**src/rtl/line_raster_engine_pkg.sv**
```systemverilog
// Shared types for the Bresenham line rasteriser: default coordinate width,
// packed line descriptor and the raster FSM state encoding.
package line_raster_engine_pkg;

  localparam int unsigned LINE_BITS_DEF = 7;

  // Field order fixes the packing of line_i: x0 occupies the MSBs.
  typedef struct packed {
    logic [LINE_BITS_DEF-1:0] x0;
    logic [LINE_BITS_DEF-1:0] y0;
    logic [LINE_BITS_DEF-1:0] x1;
    logic [LINE_BITS_DEF-1:0] y1;
  } line_t;

  typedef enum logic [1:0] {
    RS_IDLE,
    RS_SETUP,
    RS_STEP,
    RS_THICK
  } raster_state_t;

endpackage

```
**src/rtl/line_raster_engine_setup.sv**
```systemverilog
// Combinational line setup: per-axis deltas, step directions, major-axis
// selection and the initial Bresenham decision term.
module line_setup_calc
  import line_raster_engine_pkg::*;
#(
  parameter int unsigned LINE_BITS = LINE_BITS_DEF
) (
  input  logic [LINE_BITS-1:0]        x0,
  input  logic [LINE_BITS-1:0]        y0,
  input  logic [LINE_BITS-1:0]        x1,
  input  logic [LINE_BITS-1:0]        y1,
  output logic [LINE_BITS-1:0]        major,
  output logic [LINE_BITS-1:0]        minor,
  output logic                        x_major,
  output logic                        sx_neg,
  output logic                        sy_neg,
  output logic signed [LINE_BITS+1:0] err_init
);

  logic [LINE_BITS-1:0] dx;
  logic [LINE_BITS-1:0] dy;

  always_comb begin
    sx_neg   = (x1 < x0);
    sy_neg   = (y1 < y0);
    dx       = sx_neg ? (x0 - x1) : (x1 - x0);
    dy       = sy_neg ? (y0 - y1) : (y1 - y0);
    x_major  = (dx >= dy);
    major    = x_major ? dx : dy;
    minor    = x_major ? dy : dx;
    // 2*minor - major, both operands zero-extended into the signed width
    err_init = $signed({1'b0, minor, 1'b0}) - $signed({2'b00, major});
  end

endmodule

```
**src/rtl/line_raster_engine.sv**
```systemverilog
// Bresenham line rasteriser: accepts one line per handshake and streams every
// covered pixel (optionally with a 1-pixel thickening offset) under back-pressure.
module line_raster_engine
  import line_raster_engine_pkg::*;
#(
  parameter int unsigned LINE_BITS = LINE_BITS_DEF,
  parameter bit          THICK_EN  = 1'b1
) (
  input  logic                   clk,
  input  logic                   reset,
  input  logic                   line_valid_i,
  output logic                   line_ready_o,
  input  logic [4*LINE_BITS-1:0] line_i,
  input  logic                   thick_i,
  output logic                   pix_valid_o,
  input  logic                   pix_ready_i,
  output logic [LINE_BITS-1:0]   pix_x_o,
  output logic [LINE_BITS-1:0]   pix_y_o,
  output logic                   pix_last_o,
  output logic                   busy_o
);

  localparam logic [LINE_BITS-1:0] COORD_MAX = '1;
  localparam logic [LINE_BITS-1:0] COORD_ONE = LINE_BITS'(1);

  raster_state_t state;

  logic [LINE_BITS-1:0]        x0, y0, x1, y1;
  logic                        thick;
  logic [LINE_BITS-1:0]        x, y, count, major, minor;
  logic                        x_major, sx_neg, sy_neg;
  logic signed [LINE_BITS+1:0] err;

  logic [LINE_BITS-1:0]        s_major, s_minor;
  logic                        s_x_major, s_sx_neg, s_sy_neg;
  logic signed [LINE_BITS+1:0] s_err;

  logic [LINE_BITS-1:0]        nx, ny;
  logic signed [LINE_BITS+1:0] nerr;
  logic                        setup_thick, cur_thick, next_thick;
  logic                        handshake, go_thick, go_done, go_adv;

  line_setup_calc #(
    .LINE_BITS (LINE_BITS)
  ) u_setup (
    .x0       (x0),
    .y0       (y0),
    .x1       (x1),
    .y1       (y1),
    .major    (s_major),
    .minor    (s_minor),
    .x_major  (s_x_major),
    .sx_neg   (s_sx_neg),
    .sy_neg   (s_sy_neg),
    .err_init (s_err)
  );

  // One Bresenham advance from the current point
  always_comb begin
    nx   = x;
    ny   = y;
    nerr = err;
    if (!err[LINE_BITS+1] && (err != '0)) begin
      nerr = err - $signed({1'b0, major, 1'b0});
      if (x_major) ny = sy_neg ? (y - COORD_ONE) : (y + COORD_ONE);
      else         nx = sx_neg ? (x - COORD_ONE) : (x + COORD_ONE);
    end
    nerr = nerr + $signed({1'b0, minor, 1'b0});
    if (x_major) nx = sx_neg ? (x - COORD_ONE) : (x + COORD_ONE);
    else         ny = sy_neg ? (y - COORD_ONE) : (y + COORD_ONE);
  end

  // Thick pixel exists only when its offset coordinate stays in range
  always_comb begin
    setup_thick = thick && (s_x_major ? (y0 != COORD_MAX) : (x0 != COORD_MAX));
    cur_thick   = thick && (x_major ? (y != COORD_MAX) : (x != COORD_MAX));
    next_thick  = thick && (x_major ? (ny != COORD_MAX) : (nx != COORD_MAX));
    handshake   = pix_valid_o && pix_ready_i;
    go_thick    = handshake && (state == RS_STEP) && cur_thick;
    go_done     = handshake && !go_thick && (count == '0);
    go_adv      = handshake && !go_thick && (count != '0);
  end

  always_comb begin
    line_ready_o = (state == RS_IDLE) && !reset;
    busy_o       = (state != RS_IDLE);
  end

  always_ff @(posedge clk or posedge reset) begin
    if (reset) begin
      state       <= RS_IDLE;
      x0          <= '0;
      y0          <= '0;
      x1          <= '0;
      y1          <= '0;
      thick       <= 1'b0;
      x           <= '0;
      y           <= '0;
      count       <= '0;
      major       <= '0;
      minor       <= '0;
      x_major     <= 1'b0;
      sx_neg      <= 1'b0;
      sy_neg      <= 1'b0;
      err         <= '0;
      pix_valid_o <= 1'b0;
      pix_x_o     <= '0;
      pix_y_o     <= '0;
      pix_last_o  <= 1'b0;
    end else begin
      case (state)
        RS_IDLE: begin
          if (line_valid_i) begin
            {x0, y0, x1, y1} <= line_i;
            thick            <= thick_i & THICK_EN;
            state            <= RS_SETUP;
          end
        end
        RS_SETUP: begin
          x           <= x0;
          y           <= y0;
          err         <= s_err;
          count       <= s_major;
          major       <= s_major;
          minor       <= s_minor;
          x_major     <= s_x_major;
          sx_neg      <= s_sx_neg;
          sy_neg      <= s_sy_neg;
          pix_valid_o <= 1'b1;
          pix_x_o     <= x0;
          pix_y_o     <= y0;
          pix_last_o  <= (s_major == '0) && !setup_thick;
          state       <= RS_STEP;
        end
        default: begin
          // Outputs are registered, so last-ness of the next pixel is decided here
          if (go_thick) begin
            pix_x_o    <= x_major ? x : (x + COORD_ONE);
            pix_y_o    <= x_major ? (y + COORD_ONE) : y;
            pix_last_o <= (count == '0);
            state      <= RS_THICK;
          end else if (go_done) begin
            pix_valid_o <= 1'b0;
            pix_last_o  <= 1'b0;
            state       <= RS_IDLE;
          end else if (go_adv) begin
            x          <= nx;
            y          <= ny;
            err        <= nerr;
            count      <= count - COORD_ONE;
            pix_x_o    <= nx;
            pix_y_o    <= ny;
            pix_last_o <= (count == COORD_ONE) && !next_thick;
            state      <= RS_STEP;
          end
        end
      endcase
    end
  end

endmodule

```
**config.mk**
```make
export PLATFORM = sky130hd
export DESIGN_NAME = line_raster_engine
export DESIGN_NICKNAME = d
export VERILOG_FILES = /design/src/rtl/line_raster_engine_pkg.sv /design/src/rtl/line_raster_engine_setup.sv /design/src/rtl/line_raster_engine.sv
export SDC_FILE = /design/constraint.sdc
export NUM_CORES = 1
export LEC_CHECK = 0
export ABC_AREA = 1
export BUFFER_PORTS_ARGS = -buffer_cell sky130_fd_sc_hd__buf_2
export CORE_MARGIN = 5
export CORE_UTILIZATION = 30
export CTS_CLUSTER_DIAMETER = 80
export CTS_CLUSTER_SIZE = 24
export DETAILED_ROUTE_END_ITERATION = 8
export PLACE_DENSITY = 0.43
export SLEW_MARGIN = 5
export SYNTH_ARGS = -nofsm -noshare
export SYNTH_HDL_FRONTEND = slang
export SYNTH_SLANG_ARGS = --single-unit
```
**constraint.sdc**
```tcl
create_clock -name clk -period 10.7 [get_ports clk]
set_input_delay 0.535 -clock clk [delete_from_list [all_inputs] [get_ports clk]]
set_output_delay 0.535 -clock clk [all_outputs]
set_load 0.01 [all_outputs]
```
==> impl_metrics.yaml <==
finish:
  drive_above_1_share_pct: 12.0
  postLayoutCoreUtil_pct: 33.8
  design_area_mm2: 0.00857
  fin_cells: 1473
  nNetsFinal: 1232
  diodes: 0
  fillers: 2796
  area_delta_synth_final_pct: 10.6
global_routing:
  grt_use_met2_pct: 26.7
  grt_pass1_wl_um: 38700
  busiest_layer: "met2"
  grtUsageMet1_pct: 24.2
  grt_pass1_vias: 7058
  grt.overflow.total: 0
  grt_max_degree: 62
  gr-usage-all-layers_pct: 16.7
  use_met3_pct: 2.31
  antenna_found_initial: 0
floorplan:
  dieArea_mm2: 0.0291
  die_x_um: 171
  io_pins: 51
  core-area_mm2: 0.0253
  start_util_pct: 30.6
  rows: 58
  die_y_um: 171
critical_path:
  rr_worst_depth: 28
  worstPathRequired_ns: 10.95
  cpMaxStageDelayCell: "fa_1"
  r2r_start: "x0[0]"
  critPathArrivalTime_ns: 5.03
  path_max_fanout: 25
  crit_buf_inv: 4
  worst_path_most_repeated_cell: "nand2_1"
  endpoint_kind: "register"
  reg2reg_to: "err[7]"
  crit_path_max_incr_delay_ns: 0.46
  critPathTopFamily: "simple AND/OR/NAND/NOR gates"
  r2r_setup_slack_ns: 5.92
  crit_type: "register to register"
  cp-start-kind: "register"
placement:
  postPlaceCellArea_mm2: 0.00827
  place_congestion: 0.861
  dp_hpwl_um: 17900
  io_buffers: 50
  place_inst: 1457
routing:
  viasPerCell: 4.86
  drc: 0
  drtIter0Drc: 446
  wl_per_cell_um: 16.0
  wl_um: 23500
  antenna_left: 0
  vias: 7158
  dr.pass1.iters: 5
sta:
  slew_viol_final: 0
  hold_viol: 0
  fin_setup_tns_ns: 0
  post-route-period-util_pct: 44.7
  fin_skew_ns: 0.0156
  relSlewSlack_pct: 41.9
  max_slew.worst_pin.slew_ns: 0.871
  layout_min_cycle_time_ns: 4.78
  finalSetupViolations: 0
  fmax_ghz: 0.209
  rsz0062_at_grt: "false"
clocking:
  htreeDepth: 3
  cts_made_buffers: 9
  cts.sinks: 94
  clkTransAtPathRegs_ns: 0.08
  cts_tree: "yes"
  root_buffer: "clkbuf_16"
  cts_hold_buf: 0
  post-cts-setup-buffers: 0
  clk_latency_ns: 0.36
  clock_path_buffers: 2
  cts_resized: 0
synthesis:
  synthSimpleGateAreaFrac_pct: 28.5
  synthMuxAreaShare_pct: 0.436
  synth_fa_ha_area_share_pct: 10.4
  async_reset_ff_share_pct: 100
  synth_xor_area_share_pct: 3.39
  synth_edf_count: 0
  synth_cells: 1111
  synth_top_family_by_area: "simple AND/OR/NAND/NOR gates"
  synth_flop_cell: "dfrtp_1"
  synth.net_count: 1205
  netlist_area_mm2: 0.00775
  synth_warnings: 0
  ys_seq_area_share_pct: 30.4
  synth-compound-area-share_pct: 16.7
  ys_seq_elements: 94
  synth_cell_types: 50
  avgSynthCellArea_um2: 6.98
power:
  ir_worst_vdd_v: 0.0000885
  total_power_mw: 1.64
  power_density_mw_per_mm2: 192
  p_leak_nw: 4.41
status:
  status: "finished clean"
flow_run:
  maxCapViolCount: 0
hold_path:
  min-delay-path-class: "input port to asynchronous set/reset pin"
==> through the flow <==
stage / hold slack [ns] / worst slack, ns
final: 0.183 / 5.92
after floorplan: 0.451 / 6.53
after global routing: 0.233 / 5.31
after CTS: 0.191 / 5.89
after global placement: 0.479 / 6.00
after detailed placement: 0.477 / 5.93
==> how the worst max path moves through the flow <==
stage	slack, ns	to	cells past startpoint	start
2_1_floorplan	6.53	err[7]	30	x0[5]
3_3_place_gp	6.00	err[6]	28	x0[0]
3_5_place_dp	5.93	err[6]	28	x0[0]
4_1_cts	5.89	err[6]	28	x0[0]
5_1_grt	5.31	err[7]	28	x0[0]
6_report	5.92	err[7]	28	x0[0]
==> cell usage after synthesis, drive strengths merged, types with 7 or more instances <==
library cell	number	share of area, %
a21oi	86	5.9
a31oi	15	1.2
a41oi	7	0.79
buf	13	1.3
clkbuf	28	1.4
dfrtp	94	30
ha	55	8.9
inv	151	7.3
nand2	258	14
nand3	73	4.9
nand4	17	1.5
nor2	131	6.7
nor3	13	0.84
o211ai	9	0.87
o21ai	87	5.7
xnor2	7	0.79
xor2	23	2.6
==> final cells by class <==
cell class	count	area, um^2	share of cell area [%]
multi-input combinational	822	4620	53.9
clock inverter	6	68.8	0.803
clock buffer	10	229	2.67
sequential	94	2350	27.5
inverter	154	581	6.78
timing repair buffer	57	303	3.53
tap	330	413	4.82
==> state kept, by name, indices dropped and copies added (netlist names) <==
signal,cells
sx_neg,1
major,7
x0,7
state,2
x1,7
pix_x_o,7
x,7
pix_last_o,1
minor,7
x_major,1
thick,1
y,7
pix_y_o,7
y1,7
count,7
y0,7
pix_valid_o,1
sy_neg,1
err,9
==> cell usage in the layout, fill, tap and decap left out, types with 4 or more instances in the layout <==
| cell type | count |
|---|---|
| dfrtp_1 | 94 |
| nor2_2 | 6 |
| or2_2 | 4 |
| clkbuf_16 | 9 |
| inv_2 | 6 |
| nand2_1 | 226 |
| nor2_1 | 122 |
| inv_1 | 144 |
| nand4_1 | 16 |
| nor3_1 | 13 |
| ha_1 | 55 |
| a21oi_1 | 82 |
| buf_2 | 50 |
| o21ai_0 | 83 |
| o311ai_0 | 4 |
| nand2_4 | 4 |
| nand3_1 | 70 |
| buf_4 | 7 |
| a41oi_1 | 7 |
| nand2_2 | 28 |
| fa_1 | 6 |
| a31oi_1 | 15 |
| a22oi_1 | 6 |
| xnor2_1 | 7 |
| xor2_1 | 23 |
| o211ai_1 | 9 |
==> metal layers <==
layer	part of all wire (%)	wire [um]
met1	50	11700
met2	45	10500
met3	4.2	987
met4	1.3	305
met5	0	0
==> logic make-up after synthesis <==
group,after synthesis
AOI/OAI and AO/OA,226
xor gates and xnor gates,30
adders and majority gates,61
buffers and inverters,195
DFF,94
muxes,3
and+or+nand+nor,502
==> report_power, final <==
part | switching [mW] | internal, mW | leakage, nW
combinational | 0.526 | 0.284 | 3.24
clock | 0.162 | 0.184 | 0.143
sequential | 0.0672 | 0.421 | 1.03
(Power assumes the default switching activity.)
